<file path="src/rtl/mul_div_unit.sv">
// Iterative signed multiply / divide unit.
// Multiply: radix-2 Booth, one step per clock, 64-bit product on Z_HI_out:Z_LO_out.
// Divide: restoring division on operand magnitudes with the signs fixed up at the
// end; quotient on Z_LO_out, remainder on Z_HI_out. A zero divisor finishes
// after a single cycle and raises div_by_zero.
module mul_div_unit #(
  parameter int WIDTH = 32
) (
  input  logic             clock,
  input  logic             clear,
  input  logic             start,
  input  logic             op,
  input  logic [WIDTH-1:0] A_in,
  input  logic [WIDTH-1:0] B_in,
  output logic             busy,
  output logic             done,
  output logic             div_by_zero,
  output logic [WIDTH-1:0] Z_HI_out,
  output logic [WIDTH-1:0] Z_LO_out
);

  localparam int CNT_W = $clog2(WIDTH) + 1;
  localparam logic [CNT_W-1:0] LAST_ITER = CNT_W'(WIDTH - 1);

  typedef enum logic [1:0] {IDLE, RUN, FIN} state_t;

  state_t state_q, state_d;

  // Working registers shared by both operations:
  //   acc_q : Booth partial product (sign-extended) / division remainder
  //   q_q   : Booth multiplier being shifted out / dividend-then-quotient
  //   m_q   : sign-extended multiplicand / zero-extended divisor magnitude
  logic [WIDTH:0]   acc_q;
  logic [WIDTH-1:0] q_q;
  logic             qm1_q;
  logic [WIDTH:0]   m_q;
  logic [WIDTH-1:0] a_q;
  logic             op_q;
  logic             neg_quot_q;
  logic             neg_rem_q;
  logic             dz_pend_q;
  logic [CNT_W-1:0] cnt_q;

  logic             done_q;
  logic             dbz_q;
  logic [WIDTH-1:0] z_hi_q;
  logic [WIDTH-1:0] z_lo_q;

  logic [WIDTH:0]   booth_sum;
  logic [WIDTH:0]   rem_shift;
  logic [WIDTH:0]   rem_trial;
  logic [WIDTH:0]   acc_iter;
  logic [WIDTH-1:0] q_iter;
  logic             qm1_iter;
  logic [WIDTH-1:0] quot_fix;
  logic [WIDTH-1:0] rem_fix;

  logic [WIDTH-1:0] a_mag;
  logic [WIDTH-1:0] b_mag;

  assign a_mag = A_in[WIDTH-1] ? -A_in : A_in;
  assign b_mag = B_in[WIDTH-1] ? -B_in : B_in;

  // State register.
  // NOTE: sequential state is written with non-blocking assignments so every
  // flop samples values from before the edge, regardless of block ordering.
  always_ff @(posedge clock or negedge clear) begin
    if (!clear) state_q <= IDLE;
    else        state_q <= state_d;
  end

  // Next-state logic: start is only honoured in IDLE.
  always_comb begin
    // NOTE: every combinational output gets a default first so no path
    // through the block leaves it unassigned and infers a latch.
    state_d = state_q;
    unique case (state_q)
      IDLE: if (start) state_d = RUN;
      RUN:  if (dz_pend_q || cnt_q == LAST_ITER) state_d = FIN;
      FIN:  state_d = IDLE;
      default: state_d = IDLE;
    endcase
  end

  // Output decode: busy drops in the FIN cycle of a divide-by-zero because
  // done is already asserted there.
  always_comb begin
    busy = 1'b0;
    unique case (state_q)
      RUN:     busy = 1'b1;
      FIN:     busy = !dbz_q;
      default: busy = 1'b0;
    endcase
  end

  // One iteration step for the selected operation.
  always_comb begin
    booth_sum = acc_q;
    rem_shift = '0;
    rem_trial = '0;
    acc_iter  = acc_q;
    q_iter    = q_q;
    qm1_iter  = qm1_q;
    if (op_q) begin
      rem_shift = {acc_q[WIDTH-1:0], q_q[WIDTH-1]};
      rem_trial = rem_shift - m_q;
      qm1_iter  = 1'b0;
      if (!rem_trial[WIDTH]) begin
        acc_iter = rem_trial;
        q_iter   = {q_q[WIDTH-2:0], 1'b1};
      end else begin
        acc_iter = rem_shift;
        q_iter   = {q_q[WIDTH-2:0], 1'b0};
      end
    end else begin
      unique case ({q_q[0], qm1_q})
        2'b01:   booth_sum = acc_q + m_q;
        2'b10:   booth_sum = acc_q - m_q;
        default: booth_sum = acc_q;
      endcase
      acc_iter = {booth_sum[WIDTH], booth_sum[WIDTH:1]};
      q_iter   = {booth_sum[0], q_q[WIDTH-1:1]};
      qm1_iter = q_q[0];
    end
  end

  // Sign correction of the unsigned division result; the most negative
  // quotient wraps naturally in two's complement.
  always_comb begin
    quot_fix = neg_quot_q ? -q_q : q_q;
    rem_fix  = neg_rem_q ? -acc_q[WIDTH-1:0] : acc_q[WIDTH-1:0];
  end

  // Datapath: operand capture, iteration, and result / flag registers.
  always_ff @(posedge clock or negedge clear) begin
    if (!clear) begin
      acc_q      <= '0;
      q_q        <= '0;
      qm1_q      <= 1'b0;
      m_q        <= '0;
      a_q        <= '0;
      op_q       <= 1'b0;
      neg_quot_q <= 1'b0;
      neg_rem_q  <= 1'b0;
      dz_pend_q  <= 1'b0;
      cnt_q      <= '0;
      done_q     <= 1'b0;
      dbz_q      <= 1'b0;
      z_hi_q     <= '0;
      z_lo_q     <= '0;
    end else begin
      unique case (state_q)
        IDLE: begin
          done_q <= 1'b0;
          if (start) begin
            acc_q      <= '0;
            qm1_q      <= 1'b0;
            q_q        <= op ? a_mag : A_in;
            m_q        <= op ? {1'b0, b_mag} : {B_in[WIDTH-1], B_in};
            a_q        <= A_in;
            op_q       <= op;
            neg_quot_q <= A_in[WIDTH-1] ^ B_in[WIDTH-1];
            neg_rem_q  <= A_in[WIDTH-1];
            dz_pend_q  <= op && (B_in == '0);
            cnt_q      <= '0;
            dbz_q      <= 1'b0;
          end
        end
        RUN: begin
          if (dz_pend_q) begin
            z_lo_q <= '1;
            z_hi_q <= a_q;
            dbz_q  <= 1'b1;
            done_q <= 1'b1;
          end else begin
            acc_q <= acc_iter;
            q_q   <= q_iter;
            qm1_q <= qm1_iter;
            cnt_q <= cnt_q + 1'b1;
          end
        end
        FIN: begin
          if (dz_pend_q) begin
            done_q <= 1'b0;
          end else begin
            z_hi_q <= op_q ? rem_fix  : acc_q[WIDTH-1:0];
            z_lo_q <= op_q ? quot_fix : q_q;
            done_q <= 1'b1;
          end
        end
        default: done_q <= 1'b0;
      endcase
    end
  end

  assign done        = done_q;
  assign div_by_zero = dbz_q;
  assign Z_HI_out    = z_hi_q;
  assign Z_LO_out    = z_lo_q;

endmodule

</file>
<file path="config.mk">
export PLATFORM = sky130hd
export DESIGN_NAME = mul_div_unit
export DESIGN_NICKNAME = d
export VERILOG_FILES = /design/src/rtl/mul_div_unit.sv
export SDC_FILE = /design/constraint.sdc
export NUM_CORES = 1
export LEC_CHECK = 0
export ABC_AREA = 1
export CAP_MARGIN = 20
export CELL_PAD_IN_SITES_DETAIL_PLACEMENT = 0
export CELL_PAD_IN_SITES_GLOBAL_PLACEMENT = 1
export CORE_UTILIZATION = 35
export CTS_CLUSTER_DIAMETER = 120
export DETAILED_ROUTE_END_ITERATION = 7
export PLACE_DENSITY_LB_ADDON = 0.1
export REMOVE_ABC_BUFFERS = 1
export SYNTH_ARGS = -nofsm -noshare
export SYNTH_HDL_FRONTEND = slang
export SYNTH_SLANG_ARGS = --single-unit
</file>
<file path="constraint.sdc">
create_clock -name clock -period 2.7 [get_ports clock]
set_input_delay 0.54 -clock clock [delete_from_list [all_inputs] [get_ports clock]]
set_output_delay 0.54 -clock clock [all_outputs]
set_load 0.02 [all_outputs]
</file>
==> flow_summary.json <==
{
  "status": "complete, but fails checks",
  "violations": "setup timing",
  "synth.yosys.seq_area_share_pct": 28.57,
  "path_cells": "inv_2 -> nand3_2 -> nor3_2 -> buf_4 -> buf_4 -> nand2_2 -> nor2_4 -> nand3_1 -> nand2_2 -> xor2_2 -> inv_2 -> ha_4 -> nand2_2 -> buf_4 -> nor3_2 -> nand2_1 -> nand2_2 -> buf_4 -> xor2_1 -> nand2_1 -> a21oi_2 -> o21ai_1 -> nand2_1",
  "dp_slack_ns": -0.9430,
  "numCtsBuffers": 28,
  "worstPathMaxFanout": 4,
  "die_y_um": 230.1,
  "gp_congestion": 0.9676,
  "finalWorstSetupSlack_ns": -0.5255,
  "clockBufferDepth": 3,
  "areaGrowthSynthToFinish_pct": 40.81,
  "ys_seq_elements": 208,
  "p_per_area_nw_per_um2": 1588,
  "vdd_drop_max_uv": 645.1,
  "cts_sinks": 208,
  "fin_nets": 3608,
  "firstDrtPassIters": 6,
  "power.total_uw": 40720,
  "finalCritPeriodShare_pct": 119.5,
  "drt_iter0_drc": 1506,
  "use_met1_pct": 37.55,
  "grt_start_max_net_pins": 61,
  "via_per_inst": 5.078,
  "io_pins": 135,
  "worstMarginPinSlew_ns": 0.7296,
  "fp.dieArea_sq_um": 52960,
  "start_kind": "flip-flop",
  "regArea_sq_um": 5211,
  "synth_cell_type_count": 48,
  "setup_viol": 28,
  "drv_slew": 0,
  "fp-row-count": 83,
  "cts-root-buf": "clkbuf_16",
  "netlist_area_sq_um": 18220,
  "synth-main-ff-cell": "dfrtp_1",
  "die_x_um": 230.1,
  "wire_per_inst_um": 18.86,
  "busiest_layer": "met2",
  "synth_edf_count": 0,
  "layout_common_cells": "nand2_1 (865), buf_4 (389), inv_1 (354)",
  "antenna_cells": 0,
  "tritoncts": "built",
  "grt_use_total_pct": 29.62,
  "power.leakage_uw": 0.01283,
  "cts_max_level": 1,
  "grt_use_met3_pct": 3.522,
  "synth_top_area_cell": "dfrtp_1",
  "switching_share_pct": 51.29,
  "cpMaxStageDelayCell": "dfrtp_1",
  "multiInputGateArea_sq_um": 12380,
  "pwr-share-clk_pct": 9.9,
  "grt_util_met2_pct": 52.13,
  "synth_top_area_share_pct": 28.57,
  "finalHoldViolations": 0,
  "floorplan.initialDensity_pct": 35.44,
  "antenna_left": 0,
  "avgSynthCellArea_sq_um": 6.107,
  "yosys_warnings": 0,
  "vias": 21150,
  "synth_area_leaders": "dfrtp_1 (29%), nand2_1 (19%), inv_1 (7.8%)",
  "layout-drive-gt1-share_pct": 22.21,
  "remaining_drc_errors": 0,
  "numPortBuffers": 134,
  "path_clk_slew_ns": 0.06,
  "path_delay_family": "simple AND/OR/NAND/NOR gates",
  "slowest_delay_ns": 0.39,
  "grt_setup_unrepaired": "true",
  "power.internal_uw": 19830,
  "worstSetupEndpointType": "flip-flop",
  "fin_skew_ns": 0.02849,
  "comb_power_share_pct": 75.7,
  "syn_inst": 2983,
  "fin_crit_ns": 3.226,
  "mostFrequentLayoutCell": "nand2_1",
  "pwr-share-seq_pct": 14.3,
  "grt_pass1_wl_um": 121800,
  "timing.max_cap.violations": 0,
  "antenna_found_initial": 6,
  "p_sw_uw": 20890,
  "hpwlAfterDp_um": 61710,
  "async_flop_share_pct": 100.0,
  "relSlewSlack_pct": 50.94,
  "drt-total-wl_um": 78570,
  "grt_pass1_vias": 21090,
  "core_sq_um": 51410,
  "critical_path_arrival_ns": 3.74,
  "critPathBufInv": 6,
  "critPathRequiredTime_ns": 3.22,
  "fillers": 5333,
  "critPathKind": "reg2reg",
  "overflow": 0,
  "fmax_mhz": 310.0,
  "clkLatencyLatePin_ns": 0.60,
  "hp-class": "in2async"
}
==> flip-flops by register name, summed over array words and instances, names as in the netlist <==
register	count
done	1
op_q	1
cnt_q	6
acc_q	33
state_q	2
Z_LO_out	32
Z_HI_out	32
div_by_zero	1
a_q	32
q_q	32
qm1_q	1
m_q	33
neg_quot_q	1
dz_pend_q	1
==> final timing paths <==
kind                                      from                       to  slack (ns)  cells past startpoint
setup / recovery            m_q[1]$_DFFE_PN0P_    acc_q[14]$_DFFE_PN0P_       -0.53                     23
hold / removal                           clear  Z_LO_out[1]$_DFFE_PN0P_        0.47                      2
setup reg to reg            m_q[1]$_DFFE_PN0P_    acc_q[14]$_DFFE_PN0P_       -0.53                     23
hold reg to reg            a_q[30]$_DFFE_PN0P_      a_q[30]$_DFFE_PN0P_        0.48                      2
max in group asynchronous                clear       a_q[6]$_DFFE_PN0P_        1.42                      3
min in group clock         a_q[30]$_DFFE_PN0P_      a_q[30]$_DFFE_PN0P_        0.48                      2
==> cell usage after synthesis, types with 17 or more instances <==
library cell	number
a21oi_1	206
clkbuf_1	73
dfrtp_1	208
ha_1	75
inv_1	377
nand2_1	942
nand3_1	222
nand3b_1	21
nand4_1	23
nor2_1	299
nor3_1	46
o21ai_0	204
o21ai_1	27
or2_2	22
xnor2_1	17
xor2_1	58
==> power groups by stage <==
stage,Clock (uW),Combinational [uW],Sequential [uW]
after floorplan,0,13700,6130
after global placement,0,26300,5790
after detailed placement,0,26400,5800
after CTS,4140,29400,5790
after global routing,4230,33800,6000
final,4050,30800,5840
==> per-stage QoR <==
step | TNS [ns] | cell area, sq um | hold WS (ns) | util [%] | cells
6_report | -11.24 | 25650 | 0.4676 | 49.90 | 4165
5_1_grt | -18.18 | 25650 | 0.4941 | 49.90 | 4165
4_1_cts | -11.05 | 25060 | 0.4652 | 48.75 | 4150
3_5_place_dp | -22.12 | 22980 | 0.4648 | 44.70 | 4074
3_3_place_gp | -20.66 | 22980 | 0.4620 | 44.70 | 4074
2_1_floorplan | -124.11 | 17800 | 0.2444 | - | 2882
==> routing by layer <==
layer | wire length (um) | vias up
li1 | - | 10560
met5 | 73 | -
met3 | 3674 | 119
met4 | 2573 | 12
met2 | 38060 | 518
met1 | 34190 | 9939
==> cell type report <==
class / instances / share of cell area (%)
inverter: 391 / 5.741
timing repair buffer: 551 / 18.46
clock inverter: 11 / 0.6195
clock buffer: 41 / 3.273
sequential: 208 / 20.32
multi-input combinational: 2283 / 48.27
tap: 680 / 3.317
==> what timing repair did <==
action                     in CTS  in global routing
buffers inserted               22                 16
hold buffers                    1                  0
hold endpoints to repair       48                  0
gates cloned                    2                  0
setup endpoints to repair      35                 46
resized for setup             222                102
pin swaps                     108                 67
==> worst register-to-register path, delay by kind of cell (launching register included) <==
| family | cells | cell delay (ns) |
|---|---|---|
| AND/OR/NAND/NOR | 12 | 1.13 |
| buffers and inverters | 6 | 0.71 |
| flip-flops | 1 | 0.39 |
| XOR/XNOR | 2 | 0.35 |
| AO/OA/AOI/OAI | 2 | 0.31 |
| adder cells (fa/ha/maj) | 1 | 0.29 |
==> kinds of logic after synthesis <==
group / count (synthesis) / synth area share [%]
flops: 208 / 28.57
simple gates: 1607 / 36.60
fa+ha+maj: 77 / 5.371
buf+inv: 492 / 10.32
compound gates: 524 / 15.54
xor+xnor: 75 / 3.606
No activity file was read; power rests on OpenSTA's default activity.
